--- src/rtl/sram_burst_mem.sv ---
//==============================================================================
// Module   : sram_burst_mem
// Purpose  : Single-port SRAM scratch store with byte-strobed writes,
//            1..2^LEN_WIDTH beat bursts that wrap at DEPTH-1, and separate
//            command / write-data / read-data valid-ready handshakes.
//            After every reset the array is swept to zero before the first
//            command is accepted.
// Ports    : clk_i, clr_i (async, active-high)
//            command  : valid_i, ready_o, wr_rd_en_i, addr_i, len_i
//            write    : wdata_i, wstrb_i, wvalid_i, wready_o
//            read     : rdata_o, rvalid_o, rlast_o, rready_i
// Revision : 1.0 - initial release
//==============================================================================
`timescale 1ns/1ps
`default_nettype none

module sram_burst_mem #(
    parameter int DEPTH      = 16,
    parameter int WIDTH      = 32,
    parameter int ADDR_WIDTH = $clog2(DEPTH),
    parameter int LEN_WIDTH  = 2
) (
    input  logic                  clk_i,
    input  logic                  clr_i,
    input  logic                  valid_i,
    output logic                  ready_o,
    input  logic                  wr_rd_en_i,
    input  logic [ADDR_WIDTH-1:0] addr_i,
    input  logic [LEN_WIDTH-1:0]  len_i,
    input  logic [WIDTH-1:0]      wdata_i,
    input  logic [WIDTH/8-1:0]    wstrb_i,
    input  logic                  wvalid_i,
    output logic                  wready_o,
    output logic [WIDTH-1:0]      rdata_o,
    output logic                  rvalid_o,
    output logic                  rlast_o,
    input  logic                  rready_i
);

    localparam int                    c_NBYTES    = WIDTH / 8;
    localparam logic [ADDR_WIDTH-1:0] c_LAST_ADDR = ADDR_WIDTH'(DEPTH - 1);

    typedef enum logic [1:0] {
        S_INIT  = 2'd0,
        S_IDLE  = 2'd1,
        S_WRITE = 2'd2,
        S_READ  = 2'd3
    } state_t;

    state_t                  r_state;
    logic [ADDR_WIDTH-1:0]   r_addr;     // shared by init sweep and bursts
    logic [LEN_WIDTH:0]      r_cnt;      // beats committed/issued so far
    logic [LEN_WIDTH-1:0]    r_len;
    logic [WIDTH-1:0]        r_rdata;
    logic                    r_rvalid;
    logic                    r_rlast;
    logic [WIDTH-1:0]        r_mem [DEPTH];

    logic                    w_last_beat;
    logic                    w_beats_left;
    logic                    w_issue;
    logic                    w_wbeat;
    logic                    w_init_we;
    logic                    w_mem_we;
    logic [c_NBYTES-1:0]     w_mem_be;
    logic [WIDTH-1:0]        w_mem_wd;

    // Explicit wrap so non-power-of-two depths never address past the array.
    function automatic logic [ADDR_WIDTH-1:0] f_next_addr(input logic [ADDR_WIDTH-1:0] a);
        return (a == c_LAST_ADDR) ? '0 : a + ADDR_WIDTH'(1);
    endfunction

    // The counter is one bit wider than len so a full-length burst
    // (len = all ones) still has a distinct "all issued" value.
    assign w_last_beat  = (r_cnt == {1'b0, r_len});
    assign w_beats_left = (r_cnt <= {1'b0, r_len});

    // Read output register loads whenever it is empty or being drained.
    assign w_issue   = (r_state == S_READ) && w_beats_left && (!r_rvalid || rready_i);
    assign w_wbeat   = (r_state == S_WRITE) && wvalid_i;
    // Gated by clr_i so the sweep only begins once reset is released.
    assign w_init_we = (r_state == S_INIT) && !clr_i;
    assign w_mem_we  = w_init_we || w_wbeat;
    assign w_mem_be  = w_init_we ? '1 : wstrb_i;
    assign w_mem_wd  = w_init_we ? '0 : wdata_i;

    assign ready_o   = (r_state == S_IDLE);
    assign wready_o  = (r_state == S_WRITE);
    assign rdata_o   = r_rdata;
    assign rvalid_o  = r_rvalid;
    assign rlast_o   = r_rlast;

    // Storage array: no reset, contents are cleared by the INIT sweep.
    always_ff @(posedge clk_i) begin
        if (w_mem_we) begin
            for (int b = 0; b < c_NBYTES; b++) begin
                if (w_mem_be[b]) begin
                    r_mem[r_addr][8*b +: 8] <= w_mem_wd[8*b +: 8];
                end
            end
        end
    end

    always_ff @(posedge clk_i or posedge clr_i) begin
        if (clr_i) begin
            r_state  <= S_INIT;
            r_addr   <= '0;
            r_cnt    <= '0;
            r_len    <= '0;
            r_rdata  <= '0;
            r_rvalid <= 1'b0;
            r_rlast  <= 1'b0;
        end else begin
            case (r_state)
                S_INIT: begin
                    r_addr <= f_next_addr(r_addr);
                    if (r_addr == c_LAST_ADDR) begin
                        r_state <= S_IDLE;
                    end
                end
                S_IDLE: begin
                    if (valid_i) begin
                        r_addr  <= addr_i;
                        r_len   <= len_i;
                        r_cnt   <= '0;
                        r_state <= wr_rd_en_i ? S_WRITE : S_READ;
                    end
                end
                S_WRITE: begin
                    if (wvalid_i) begin
                        r_addr <= f_next_addr(r_addr);
                        r_cnt  <= r_cnt + (LEN_WIDTH+1)'(1);
                        if (w_last_beat) begin
                            r_state <= S_IDLE;
                        end
                    end
                end
                S_READ: begin
                    if (w_issue) begin
                        r_rdata  <= r_mem[r_addr];
                        r_rvalid <= 1'b1;
                        r_rlast  <= w_last_beat;
                        r_addr   <= f_next_addr(r_addr);
                        r_cnt    <= r_cnt + (LEN_WIDTH+1)'(1);
                    end else if (r_rvalid && rready_i) begin
                        // Nothing left to issue: this drain ends the burst
                        // when the beat being accepted is the last one.
                        r_rvalid <= 1'b0;
                        r_rlast  <= 1'b0;
                        if (r_rlast) begin
                            r_state <= S_IDLE;
                        end
                    end
                end
                default: r_state <= S_INIT;
            endcase
        end
    end

endmodule

`default_nettype wire

--- config.mk ---
export PLATFORM = sky130hd
export DESIGN_NAME = sram_burst_mem
export DESIGN_NICKNAME = d
export VERILOG_FILES = /design/src/rtl/sram_burst_mem.sv
export SDC_FILE = /design/constraint.sdc
export NUM_CORES = 1
export LEC_CHECK = 0
export CORE_UTILIZATION = 60
export CTS_BUF_LIST = sky130_fd_sc_hd__clkbuf_16
export CTS_CLUSTER_SIZE = 10
export DETAILED_ROUTE_END_ITERATION = 7
export PLACE_DENSITY = 0.79
export SLEW_MARGIN = 30
export SYNTH_ARGS = -nofsm -noshare
export SYNTH_HDL_FRONTEND = slang
export SYNTH_SLANG_ARGS = --single-unit
--- constraint.sdc ---
create_clock -name clk_i -period 4 [get_ports clk_i]
set_clock_uncertainty 0.1 [all_clocks]
set_input_delay 1.2 -clock clk_i [delete_from_list [all_inputs] [get_ports clk_i]]
set_output_delay 1.2 -clock clk_i [all_outputs]
set_load 0.02 [all_outputs]
==> results of run 1 <==
## cell type report
cell class              instances  area [um2]  area share, %
clock inverters                46         188          0.730
well taps                     461         577           2.24
inverters                      10        37.5          0.146
clock buffers                  69        1730           6.71
multi-input cells             454        5060           19.7
flip-flops and latches        557       16500           64.2
repair buffers                181        1620           6.31
## power groups by stage
stage / clock [mW] / sequential, mW / combinational [mW]
3_5_place_dp: 0 / 7.42 / 4.89
2_1_floorplan: 0 / 7.32 / 3.58
3_3_place_gp: 0 / 7.47 / 4.66
5_1_grt: 5.58 / 7.27 / 5.34
6_report: 5.28 / 7.23 / 4.99
4_1_cts: 5.34 / 7.31 / 4.94
## worst max-delay path: stages (launching register included)
cell,delay [ns]
sky130_fd_sc_hd__dfrtp_1,0.41
sky130_fd_sc_hd__inv_1,0.09
sky130_fd_sc_hd__ha_1,0.52
sky130_fd_sc_hd__clkdlybuf4s50_1,0.71
## cells in the final DEF, fill, tap and decap left out, drive strengths merged, types with 7 or more instances in the layout
| cell | netlist | final |
|---|---|---|
| edfxtp | 512 | 512 |
| mux4 | 127 | 127 |
| nor2 | 104 | 104 |
| buf | 49 | 98 |
| clkdlybuf4s50 | 0 | 83 |
| clkbuf | 13 | 69 |
| inv | 9 | 52 |
| dfrtp | 45 | 45 |
| nor2b | 38 | 38 |
| mux2i | 31 | 31 |
| a221oi | 31 | 31 |
| o22ai | 30 | 30 |
| nand2 | 26 | 26 |
| ha | 11 | 11 |
| o21ai | 9 | 9 |
| mux2 | 9 | 9 |
| a31oi | 7 | 7 |
## how the worst max path moves through the flow
stage                          start            end  slack, ns  cells after the start
final                     r_state[1]        ready_o       0.41                      3
after global routing      r_state[1]        ready_o       0.32                      3
after CTS                 r_state[1]        ready_o       0.41                      3
after detailed placement       clr_i  r_mem[11][18]       0.52                      4
after global placement      wvalid_i   r_mem[6][11]       0.38                      4
after floorplan                clr_i  r_mem[10][16]       1.21                      5
## stage by stage
stage / area [um2] / std cells / setup slack (ns)
floorplan: 22000 / 1083 / 1.21
global placement: 23700 / 1661 / 0.378
detailed placement: 23800 / 1662 / 0.516
CTS: 25700 / 1777 / 0.409
global route: 25700 / 1778 / 0.317
finish: 25700 / 1778 / 0.413
## logic make-up (layout without fill, tap and decap cells)
group,after synthesis,after routing,share of synthesized area [%]
AO/OA/AOI/OAI,91,91,3.07
adder cells (fa/ha/maj),11,11,0.625
buffers and inverters,72,306,2.40
flip-flops,557,557,74.9
multiplexers,167,167,15.1
AND/OR/NAND/NOR,185,185,3.87
## routing by layer
metal	wire (um)	up-vias	GRT usage (%)
met4	1580	0	10.5
met1	18800	5814	36.1
met5	0	-	0
met2	24400	619	44.3
li1	-	4810	-
met3	3900	111	4.76
## state kept, by name (all words and copies together), names as in the netlist
register	count
r_cnt	3
r_state	2
r_len	2
rdata_o	32
r_addr	4
r_mem	512
rlast_o	1
rvalid_o	1
==> results, run 1 <==
- The category of the worst setup path launch point is a flop.
- The number of synthesized register bits is roughly 560.
- The remaining max-slew budget at the tightest pin is around 31%.
- The synthesized netlist contains 44 unique library cells.
- The count of routing violations after the opening detailed-route iteration is between 1k and 1.5k.
- The final core area utilization is 71.8%.
- Detailed placement finished with a half-perimeter wire length of 29100 um.
- The measured slew at the worst slew-check pin is 1.03 ns.
- The data arrival time at the worst-slack endpoint is 2.29 ns.
- Dividing the final minimum period by the clock period gives approximately nine tenths.
- The flip-flop cell with the highest count after synthesis is sky130_fd_sc_hd__edfxtp_1.
- The final layout net count is 1329.
- For hold timing, the worst endpoint is rdata_o[8].
- The global-route wire length before repair is ~73000 um.
- Dividing the detail-routed via count by the number of cells gives 6.39.
- The static leakage is a little under 9 nW.
- The detailed-route wire length per cell is approximately 27 um.
- In this run the cell area of the synthesized design comes to around 0.022 mm2.
- The die area is approximately 0.037 mm2.
- The type of destination of the critical path is a primary output.
- After synthesis, the mean cell area works out to between 20 and 25 um2.
- Static timing analysis puts the maximum clock frequency at roughly 280 MHz.
- The internal power of the cells is 12.2 mW.
- The sequential fraction of design power is ~41%.
- TritonCTS built the clock tree.
- Counting flops with an async set or reset pin after synthesis yields a share of approximately 8.1%.
- In this run the tool buffered the top-level ports with 83 buffer cells.
- The largest area contributor in the netlist is sky130_fd_sc_hd__edfxtp_1.
- The share of cells above drive strength 1 is between 20% and 30%.
- Setup repair after global routing left no endpoint under its margin.
- The count of hold buffers inserted by post-cts repair is 0.
- In this run the register-to-register setup slack is 1.18 ns.
- sky130_fd_sc_hd__edfxtp_1 is the most common cell in the netlist.
- The total iterations of the first detailed-routing run is 7.
- Relative to the synthesized area, the layout overhead comes to 16.8%.
- The clock edge transition at the registers on the reported setup and hold paths is 0.05 ns.
- The number of violations of the max-capacitance limit is 0.
- In the routed design, unresolved DRC markers number 0.
- The fill cell instance count of the final layout is about 2k.
- The vertical die dimension is 194 um.
- The sequential cell area fraction in the yosys report is about three quarters.
- The number of failing hold endpoints at the final stage is 0.
- The launch instance of the worst register-to-register path is r_addr[0].
- Buffers added to address setup during post-CTS repair amount to 0.
- The total power density per cell area is a little under 700 mW/mm2.
- The net count after synthesis is between 1k and 1.5k.
- The floorplan row count is a little under 70.
- The die span in x is between 150 and 200 um.
- The worst hold path stage count is 1.
- Global routing finished with a remaining overflow of 0.
- Of all nets on the critical path, the largest fanout is 15.
- During synthesis, Yosys emitted a total of 0 warnings.
- The pin count of the biggest net entering global routing is 73.
- After synthesis, the cell types taking the most area are sky130_fd_sc_hd__edfxtp_1, sky130_fd_sc_hd__mux4_2, sky130_fd_sc_hd__dfrtp_1.
- The total global-route track usage is 26.9%.
- The synthesized design devotes to its leading area cell type between 60% and 70% of total area.
- The worst hold path belongs to the class reg -> reg.
- After floorplanning, the core was sized to cover about 0.036 mm2.
- For this design, the sink count on the clock tree is between 500 and 600.
- The detailed-route via count is 11.4k.
- The top-level port count is 84.
- Counting flops with a built-in enable in the synthesized netlist gives between 500 and 600.
- The clock period minus worst slack is ~3.6 ns.
- The clock network latency to the later pin of the worst-skew pair is ~0.57 ns.
- At the end of routability-driven placement, the weighted congestion stood at approximately 0.8.
- Post-CTS repair changed the size of 0 cells.
- TritonCTS created 66 clock buffers.
- Setup violations remaining at the end of the flow were counted as 0.
- Once the floorplan was initialized, standard cells occupied between 60% and 70% of the core.
- The setup path with the least slack is of type reg -> out.
- STA puts the critical path data required time at approximately 2.7 ns.
- The overall power after layout is between 15 and 20 mW.
- Net switching is between 30% and 40% of the power.
- The setup total negative slack is 0 ns.
- The depth of the worst register-to-register path is 5.
- The number of pins exceeding their max-slew limit in the final report was 0.
- The final worst hold slack is about 0.41 ns.
- The via count of the first global-routing pass is around 12k.
- In this run the most critical hold path is launched from rdata_o[8].
- The flow ran to the end, and the final reports show no timing, DRC or antenna violations.
- The buffer cell driving the clock tree root is sky130_fd_sc_hd__clkbuf_16.
- The cell count after synthesis is roughly 1.1k.
- The depth of the CTS H-tree is 3.
- The final routed wirelength across all metal layers is a little under 50000 um.
- The initial antenna violation count came to 0.
- The worst voltage drop across the vdd grid is about 0.56 mV.
- The number of antenna diodes in the final layout is 0.
- The relative contribution of combinational cells to total power is about 28%.
- The net switching component of the power is approximately 5.3 mW.
- No sink is reached through more buffers than the 3 on the longest clock path.
- The endpoint of the worst-slack reg-to-reg timing path is rdata_o[14].
- The part of the total power dissipated in the clock network is between 30% and 40%.
- By count the netlist is led by sky130_fd_sc_hd__edfxtp_1, sky130_fd_sc_hd__mux4_2, sky130_fd_sc_hd__nor2_1, sky130_fd_sc_hd__dfrtp_1, sky130_fd_sc_hd__nor2b_1.
- Once detail routing completed, the nets flagged for antenna violations numbered 0.
No activity file was read; power rests on OpenSTA's default activity.
==> run 2: changes to the inputs <==
--- a/config.mk
+++ b/config.mk
@@ -5,11 +5,12 @@
 export SDC_FILE = /design/constraint.sdc
 export NUM_CORES = 1
 export LEC_CHECK = 0
+export ABC_AREA = 1
 export CORE_UTILIZATION = 60
 export CTS_BUF_LIST = sky130_fd_sc_hd__clkbuf_16
 export CTS_CLUSTER_SIZE = 10
 export DETAILED_ROUTE_END_ITERATION = 7
-export PLACE_DENSITY = 0.79
+export PLACE_DENSITY = 0.78
 export SLEW_MARGIN = 30
 export SYNTH_ARGS = -nofsm -noshare
 export SYNTH_HDL_FRONTEND = slang
==> results, run 2 <==
- The net switching component of the power is 7.24 mW (+37%).
- The remaining max-slew budget at the tightest pin is 34.9% (+4.0 points).
- The sequential cell area fraction in the yosys report came to 67.5% (-7.5 points).
- The depth of the worst register-to-register path is 4 (-1).
- The ratio of routed vias to standard cells came to 5.51 (-14%).
- The clock edge transition at the registers on the reported setup and hold paths came to 0.06 ns (about the same).
- Setup repair after global routing left no endpoint under its margin.
- The total power density per cell area is 694 mW/mm2 (+2.0%).
- The number of enable flip-flop cells after synthesis is 512 (unchanged).
- The share of cells above drive strength 1 is 4.86% (-20 points).
- The beginning of the worst hold path is rdata_o[25].
- The cell area after technology mapping is 0.0245 mm2 (+11%).
- The total iterations of the first detailed-routing run was 6 (-1).
- The global-route wire length before repair was 92900 um (+27%).
- The final weighted congestion in routability-driven placement is 0.936 (+17%).
- The launch instance of the worst register-to-register path is r_addr[1].
- The total global-route track usage is 30.2% (+3.3 points).
- The floorplan row count was 73 (+5.8%).
- The cell count after synthesis is 2442 (+130%).
- The diode insertion count for antenna repair was 0 (unchanged).
- The detailed-route wire length per cell is 19.7 um (-28%).
- The via count of the first global-routing pass was 16.6k (+39%).
- The most common library cell in the layout ignoring fill and taps is sky130_fd_sc_hd__nand2_1.
- The worst setup path is launched from a flop.
- The number of warnings issued by yosys is 0 (unchanged).
- The relative contribution of combinational cells to total power is 34.9% (+6.4 points).
- The flow ran to the end, and the final reports show no timing, DRC or antenna violations.
- The final layout net count was 2578 (+94%).
- The sequential fraction of design power is 39.5% (-1.8 points).
- The top cell type's share of synthesized area is 62.8% (-7.0 points).
- The static leakage came to 11.8 nW (+35%).
- The die span in x was 204 um (+5.3%).
- Yosys attributes the largest share of cell area to sky130_fd_sc_hd__edfxtp_1, sky130_fd_sc_hd__nand2_1, sky130_fd_sc_hd__inv_1.
- The detailed-route via count came to 17.1k (+50%).
- The share of synthesized flip-flops with an asynchronous set or reset was 8.08% (unchanged).
- The count of buffers from port buffering is 83 (unchanged).
- The signed area change from the synthesized netlist to the final layout is 11.8%.
- The initial antenna violation count is 0 (unchanged).
- The library cells used most frequently in the layout, excluding fill and tap cells, are sky130_fd_sc_hd__nand2_1, sky130_fd_sc_hd__edfxtp_1, sky130_fd_sc_hd__inv_1, sky130_fd_sc_hd__nand3_1, sky130_fd_sc_hd__nor2_1.
- The total setup violations reported at the end of the flow is 0 (unchanged).
- The post-cts resize count was 0 (unchanged).
- The worst voltage drop across the vdd grid is 0.464 mV (-17%).
- The setup total negative slack came to 0 ns (unchanged).
- The measured slew at the worst slew-check pin is 0.976 ns (-0.0584 ns).
- The initial cell density of the core was 61.1% (-0.33 points).
- The maximum clock insertion buffer count was 3 (unchanged).
- The endpoint of the worst-slack reg-to-reg timing path is r_mem[3][22].
- The count of hold buffers inserted by post-cts repair is 0 (unchanged).
- The flip-flop count of the largest register, all copies and words added is 512 (unchanged).
- The CTS sink count is 557 (unchanged).
- The sequential cell area is 0.0165 mm2 (unchanged).
- The number of violations of the max-capacitance limit is 0 (unchanged).
- The part of the total power dissipated in the clock network came to 25.7% (-4.5 points).
- The highest clock rate was 290 MHz (+4.0%).
- The count of routing violations after the opening detailed-route iteration is 2027 (+83%).
- The remaining number of nets flagged by the antenna check after routing is 0 (unchanged).
- The pin count of the biggest net entering global routing is 146 (+100%).
- By instance count, the leading cell after synthesis is sky130_fd_sc_hd__nand2_1.
- The fill cell instance count of the final layout is 2832 (+38%).
- The final clock period utilization by the worst path is 86.2% (-3.4 points).
- The area inside the core boundary is 0.0400 mm2 (+12%).
- After synthesis, the most frequently instantiated cells are sky130_fd_sc_hd__nand2_1, sky130_fd_sc_hd__edfxtp_1, sky130_fd_sc_hd__inv_1, sky130_fd_sc_hd__nand3_1, sky130_fd_sc_hd__nor2_1.
- The vertical die dimension was 204 um (+5.3%).
- The data arrival time at the worst-slack endpoint came to 2.15 ns (-0.14 ns).
- The clock period minus worst slack is 3.45 ns (-0.138 ns).
- The net count after synthesis is 2501 (+120%).
- The synthesized design spends more area on one cell type than any other, namely sky130_fd_sc_hd__edfxtp_1.
- The worst hold-check path type is reg -> reg.
- The count of distinct cell types in the synthesized netlist is 30 (-32%).
- The final routed wirelength across all metal layers is 61000 um (+25%).
- The post-synthesis average cell area is 10.0 um2 (-51%).
- The sink of the worst hold path is rdata_o[25].
- The worst hold path stage count is 2 (+1).
- The number of buffers inserted by post-CTS setup repair was 0 (unchanged).
- The number of clock buffers inserted by TritonCTS is 61 (-7.6%).
- The leftover overflow at the end of global routing is 0 (unchanged).
- The number of pins exceeding their max-slew limit in the final report is 0 (unchanged).
- The clock network latency to the later pin of the worst-skew pair is 0.62 ns (+0.05 ns).
- The depth of the CTS H-tree was 2 (-1).
- The die area is 0.0416 mm2 (+11%).
- The top-level port count is 84 (unchanged).
- The required time at the endpoint of the critical path is 2.70 ns (about the same).
- The internal power of the cells was 11.7 mW (-3.9%).
- The detailed-route DRC error count is 0 (unchanged).
- The type of the setup path with the least slack is reg -> out.
- The post-detailed-placement half-perimeter wirelength is 38200 um (+31%).
- The multi-input logic area is 0.00569 mm2 (+12%).
- STA classifies the critical path endpoint as a primary output.
- The number of failing hold endpoints at the final stage is 0 (unchanged).
- The flip-flop cell with the highest count after synthesis is sky130_fd_sc_hd__edfxtp_1.
- The largest register by flop count is r_mem.
- The buffer cell driving the clock tree root is sky130_fd_sc_hd__clkbuf_16.
- The overall power after layout was 19.0 mW (+8.5%).
- TritonCTS built the clock tree.
- The number of synthesized register bits came to 557 (unchanged).
- The register-to-register setup slack was 0.95 ns (-0.23 ns).
- The switching share of power is 38.1% (+7.9 points).
- The largest fanout of any net on the critical path came to 9 (-6).
[run 2: cell types whose count changed after synthesis, sizes merged, moves of 29 or more]
cell    previous run  this run
mux2i             31         0
nor2             104       228
a221oi            31         0
o22ai             30         1
nand3              5       306
mux4             127         0
nor2b             38         0
buf               49       101
nand2             26       772
inv                9       413
[run 2: routing by layer]
layer  vias to the layer above  GRT usage [%]  routed length (um)
li1                       7905              -                   -
met1                      7972           40.6               23300
met2                      1011           45.9               27700
met3                       185           7.96                7350
met4                         0           14.6                2720
met5                         -              0                   0
[run 2: power by group through the flow]
stage / combinational [mW] / clock, mW / sequential (mW)
floorplan: 4.40 / 0 / 7.60
global placement: 6.33 / 0 / 7.58
detailed placement: 6.47 / 0 / 7.60
CTS: 6.51 / 4.90 / 7.49
global route: 7.23 / 5.14 / 7.53
finish: 6.62 / 4.88 / 7.49
[run 2: cells by family (layout without fill, tap and decap cells)]
group	Yosys count	after routing	synth area share, %
AND/OR/NAND/NOR	1308	1308	21.8
flip-flops	557	557	67.5
buffers and inverters	526	655	9.30
AO/OA/AOI/OAI	37	37	0.788
adder cells (fa/ha/maj)	11	11	0.563
XOR/XNOR	2	2	0.0716
multiplexers	1	1	0.0460
[run 2: through the flow]
step / cell area, um2 / instances / setup slack [ns] / utilization [%] / hold slack (ns)
2_1_floorplan: 24500 / 2442 / 0.282 / - / 0.381
3_3_place_gp: 25600 / 2981 / 0.402 / 64.0 / 0.391
3_5_place_dp: 25600 / 2981 / 0.319 / 64.0 / 0.400
4_1_cts: 27400 / 3096 / 0.530 / 68.4 / 0.413
5_1_grt: 27400 / 3096 / 0.463 / 68.4 / 0.429
6_report: 27400 / 3096 / 0.550 / 68.4 / 0.406
[run 2: worst max path at each step]
| stage | startpoint | to | slack [ns] | depth (start not counted) |
|---|---|---|---|---|
| final | r_state[1] | ready_o | 0.55 | 3 |
| after global routing | r_state[1] | ready_o | 0.46 | 3 |
| after CTS | r_state[1] | ready_o | 0.53 | 3 |
| after detailed placement | wvalid_i | r_mem[0][22] | 0.32 | 7 |
| after global placement | wvalid_i | r_mem[0][22] | 0.40 | 7 |
| after floorplan | clr_i | r_mem[15][24] | 0.28 | 6 |
[run 2: worst max-delay path, cell delays in order, from the launching register on]
cell                              delay (ns)
sky130_fd_sc_hd__dfrtp_1                0.41
sky130_fd_sc_hd__inv_1                  0.10
sky130_fd_sc_hd__ha_1                   0.36
sky130_fd_sc_hd__clkdlybuf4s50_1        0.67
[run 2: final cells by class]
cell class | count | share of cell area, %
flip-flops and latches | 557 | 60.3
multi-input cells | 1359 | 20.8
inverters | 413 | 5.70
clock buffers | 61 | 5.58
repair buffers | 127 | 4.34
well taps | 525 | 2.40
clock inverters | 54 | 0.851
==> run 3: changes to the inputs <==
--- a/config.mk
+++ b/config.mk
@@ -6,11 +6,11 @@
 export NUM_CORES = 1
 export LEC_CHECK = 0
 export ABC_AREA = 1
-export CORE_UTILIZATION = 60
+export CORE_UTILIZATION = 23
 export CTS_BUF_LIST = sky130_fd_sc_hd__clkbuf_16
 export CTS_CLUSTER_SIZE = 10
 export DETAILED_ROUTE_END_ITERATION = 7
-export PLACE_DENSITY = 0.78
+export HOLD_SLACK_MARGIN = 0.15
 export SLEW_MARGIN = 30
 export SYNTH_ARGS = -nofsm -noshare
 export SYNTH_HDL_FRONTEND = slang
==> results, run 3 (synthesis results as in run 2) <==
- The ratio of routed vias to standard cells is 4.13 (-25%).
- The detailed-route wire length per cell is 17.0 um (-14%).
- The via count of the first global-routing pass is 15.7k (-5.0%).
- The launch point of the critical path is r_state[1].
- The worst hold path begins at rdata_o[1].
- The clock network latency to the later pin of the worst-skew pair came to 0.59 ns (-0.03 ns).
- The initial cell density of the core is 23.2% (-38 points).
- The final routed wirelength across all metal layers was 67200 um (+10%).
- The startpoint identified for the worst register-to-register timing path is r_addr[0].
- The final layout net count is 2586 (+0.31%).
- The depth of the CTS H-tree is 3 (+1).
- The final reports fail on design-rule violations.
- The remaining number of nets flagged by the antenna check after routing is 0 (unchanged).
- The post-placement setup slack is 0.286 ns (-0.0333 ns).
- The detailed-route DRC error count is 12 (+12).
- The required time at the endpoint of the critical path is 2.70 ns (about the same).
- The type of the setup path with the least slack is reg -> out.
- In the layout the commonest cells are sky130_fd_sc_hd__nand2_1, sky130_fd_sc_hd__edfxtp_1, sky130_fd_sc_hd__inv_1, sky130_fd_sc_hd__nand3_1, sky130_fd_sc_hd__nor2_1.
- The largest fanout of any net on the critical path came to 9 (unchanged).
- The count of routing violations after the opening detailed-route iteration is 1680 (-17%).
- The number of failing hold endpoints at the final stage was 0 (unchanged).
- The delay contributed by the slowest stage of the critical path is 0.66 ns (about the same).
- The highest clock rate came to 299 MHz (+3.0%).
- The post-cts resize count is 0 (unchanged).
- The die area is 0.108 mm2 (+160%).
- Walking the worst path, the cells encountered are inv_1 > ha_1 > clkdlybuf4s50_1.
- The diode insertion count for antenna repair is 0 (unchanged).
- The number of buffers inserted by post-CTS setup repair is 0 (unchanged).
- The vertical die dimension is 328 um (+61%).
- The most common library cell in the layout ignoring fill and taps is sky130_fd_sc_hd__nand2_1.
- The final clock period utilization by the worst path is 83.7% (-2.5 points).
- The die span in x is 328 um (+61%).
- The buffer cell driving the clock tree root is sky130_fd_sc_hd__clkbuf_16.
- The count of hold buffers inserted by post-cts repair is 0 (unchanged).
- The worst voltage drop across the vdd grid is 0.552 mV (+19%).
- The flip-flop count of the largest register, all copies and words added is 512 (unchanged).
- The share of cells above drive strength 1 is 5.33% (+0.47 points).
- The static leakage is 11.9 nW (+0.55%).
- The overall power after layout is 19.6 mW (+3.1%).
- The type of destination of the critical path is a primary output.
- The post-detailed-placement half-perimeter wirelength came to 43700 um (+14%).
- The CTS sink count is 557 (unchanged).
- The count of buffers from port buffering is 83 (unchanged).
- The number of violations of the max-capacitance limit is 0 (unchanged).
- The number of clock buffers inserted by TritonCTS came to 66 (+8.2%).
- The slowest cell on the critical path is sky130_fd_sc_hd__clkdlybuf4s50_1.
- The global-route wire length before repair was 99200 um (+6.7%).
- The number of placed cells counting well taps is 3850 (+29%).
- The area growth from synthesis to layout is 17.2%.
- The worst hold-check path type is reg -> reg.
- TritonCTS built the clock tree.
- The area inside the core boundary is 0.105 mm2 (+160%).
- The run finished, with violations left.
- The top-level port count came to 84 (unchanged).
- The measured slew at the worst slew-check pin is 0.898 ns (-0.0784 ns).
- The maximum clock insertion buffer count was 3 (unchanged).
- The total iterations of the first detailed-routing run came to 8 (+2).
- The initial antenna violation count is 2 (+2).
- The count of non-filler cells in the finished layout is 3961 (+28%).
- The number of pins exceeding their max-slew limit in the final report is 0 (unchanged).
- The data arrival time at the worst-slack endpoint is 2.05 ns (-0.10 ns).
- The floorplan row count is 119 (+63%).
- Counting flops per register, the top entry is r_mem.
- The pin count of the biggest net entering global routing is 140 (-4.1%).
- The clock period minus worst slack is 3.35 ns (-0.102 ns).
- Setup repair after global routing left no endpoint under its margin.
- The total global-route track usage came to 12.4% (-18 points).
- The leftover overflow at the end of global routing was 0 (unchanged).
- The remaining max-slew budget at the tightest pin is 40.1% (+5.2 points).
- The setup total negative slack is 0 ns (unchanged).
- The total power density per cell area was 683 mW/mm2 (-1.6%).
- STA classifies the critical path startpoint as a flop.
- The clock edge transition at the registers on the reported setup and hold paths came to 0.05 ns (about the same).
- The detailed-route via count is 16.4k (-4.2%).
- The final weighted congestion in routability-driven placement is 0.831 (-11%).
- The minimum setup slack in the final design came to 0.652 ns (+0.102 ns).
- The total setup violations reported at the end of the flow came to 0 (unchanged).
run 3: changes by cell type in the layout (fill, tap and decap cells not counted):
| cell | before | now |
|---|---|---|
| sky130_fd_sc_hd__inv_1 | 458 | 444 |
| sky130_fd_sc_hd__nor2_4 | 2 | 3 |
| sky130_fd_sc_hd__clkbuf_16 | 61 | 71 |
| sky130_fd_sc_hd__buf_12 | 2 | 5 |
| sky130_fd_sc_hd__clkinv_1 | 0 | 1 |
| sky130_fd_sc_hd__clkinvlp_4 | 0 | 1 |
| sky130_fd_sc_hd__clkinv_8 | 2 | 0 |
| sky130_fd_sc_hd__nor2_2 | 2 | 1 |
run 3: worst paths after layout:
kind,to,slack [ns],cells past startpoint
min reg2reg,rdata_o[1],0.40,2
max,ready_o,0.65,3
max in group asynchronous,r_addr[0],2.17,3
max reg2reg,r_mem[8][13],1.03,4
min in group asynchronous,rdata_o[2],1.07,3
min,rdata_o[1],0.40,2
run 3: stage by stage:
stage / utilization, % / hold slack [ns] / instance area [um2]
floorplan: - / 0.381 / 24500
global placement: 25.4 / 0.391 / 26700
detailed placement: 25.4 / 0.404 / 26700
CTS: 27.2 / 0.416 / 28700
global route: 27.2 / 0.439 / 28700
finish: 27.2 / 0.405 / 28700
run 3: final cells by class:
type                            count  area [um2]
Clock inverter                     40         159
Sequential cell                   557       16500
Multi-Input combinational cell   1359        5690
Inverter                          413        1560
Timing Repair Buffer              130        1250
Tap cell                         1391        1740
Clock buffer                       71        1780
Fill cell                       11063       76700
run 3: power breakdown:
part,leakage [nW],total (mW),switching [mW],internal (mW)
sequential,5.15,7.50,0.375,7.13
combinational,5.66,6.71,4.78,1.93
clock,1.08,5.37,2.22,3.15
total,11.9,19.6,7.37,12.2
run 3: critical path: cells and delay by family, from the launching register on:
family,cells,cell delay (ns)
buffers and inverters,2,0.75
flip-flops,1,0.41
adder cells (fa/ha/maj),1,0.32
run 3: per-layer routing:
| layer | wire length (um) | GRT usage, % | vias up |
|---|---|---|---|
| met1 | 29900 | 17.1 | 7772 |
| met3 | 4850 | 2.19 | 92 |
| met5 | 23 | 0 | - |
| met4 | 1660 | 4.34 | 4 |
| li1 | - | - | 7923 |
| met2 | 30800 | 19.6 | 566 |
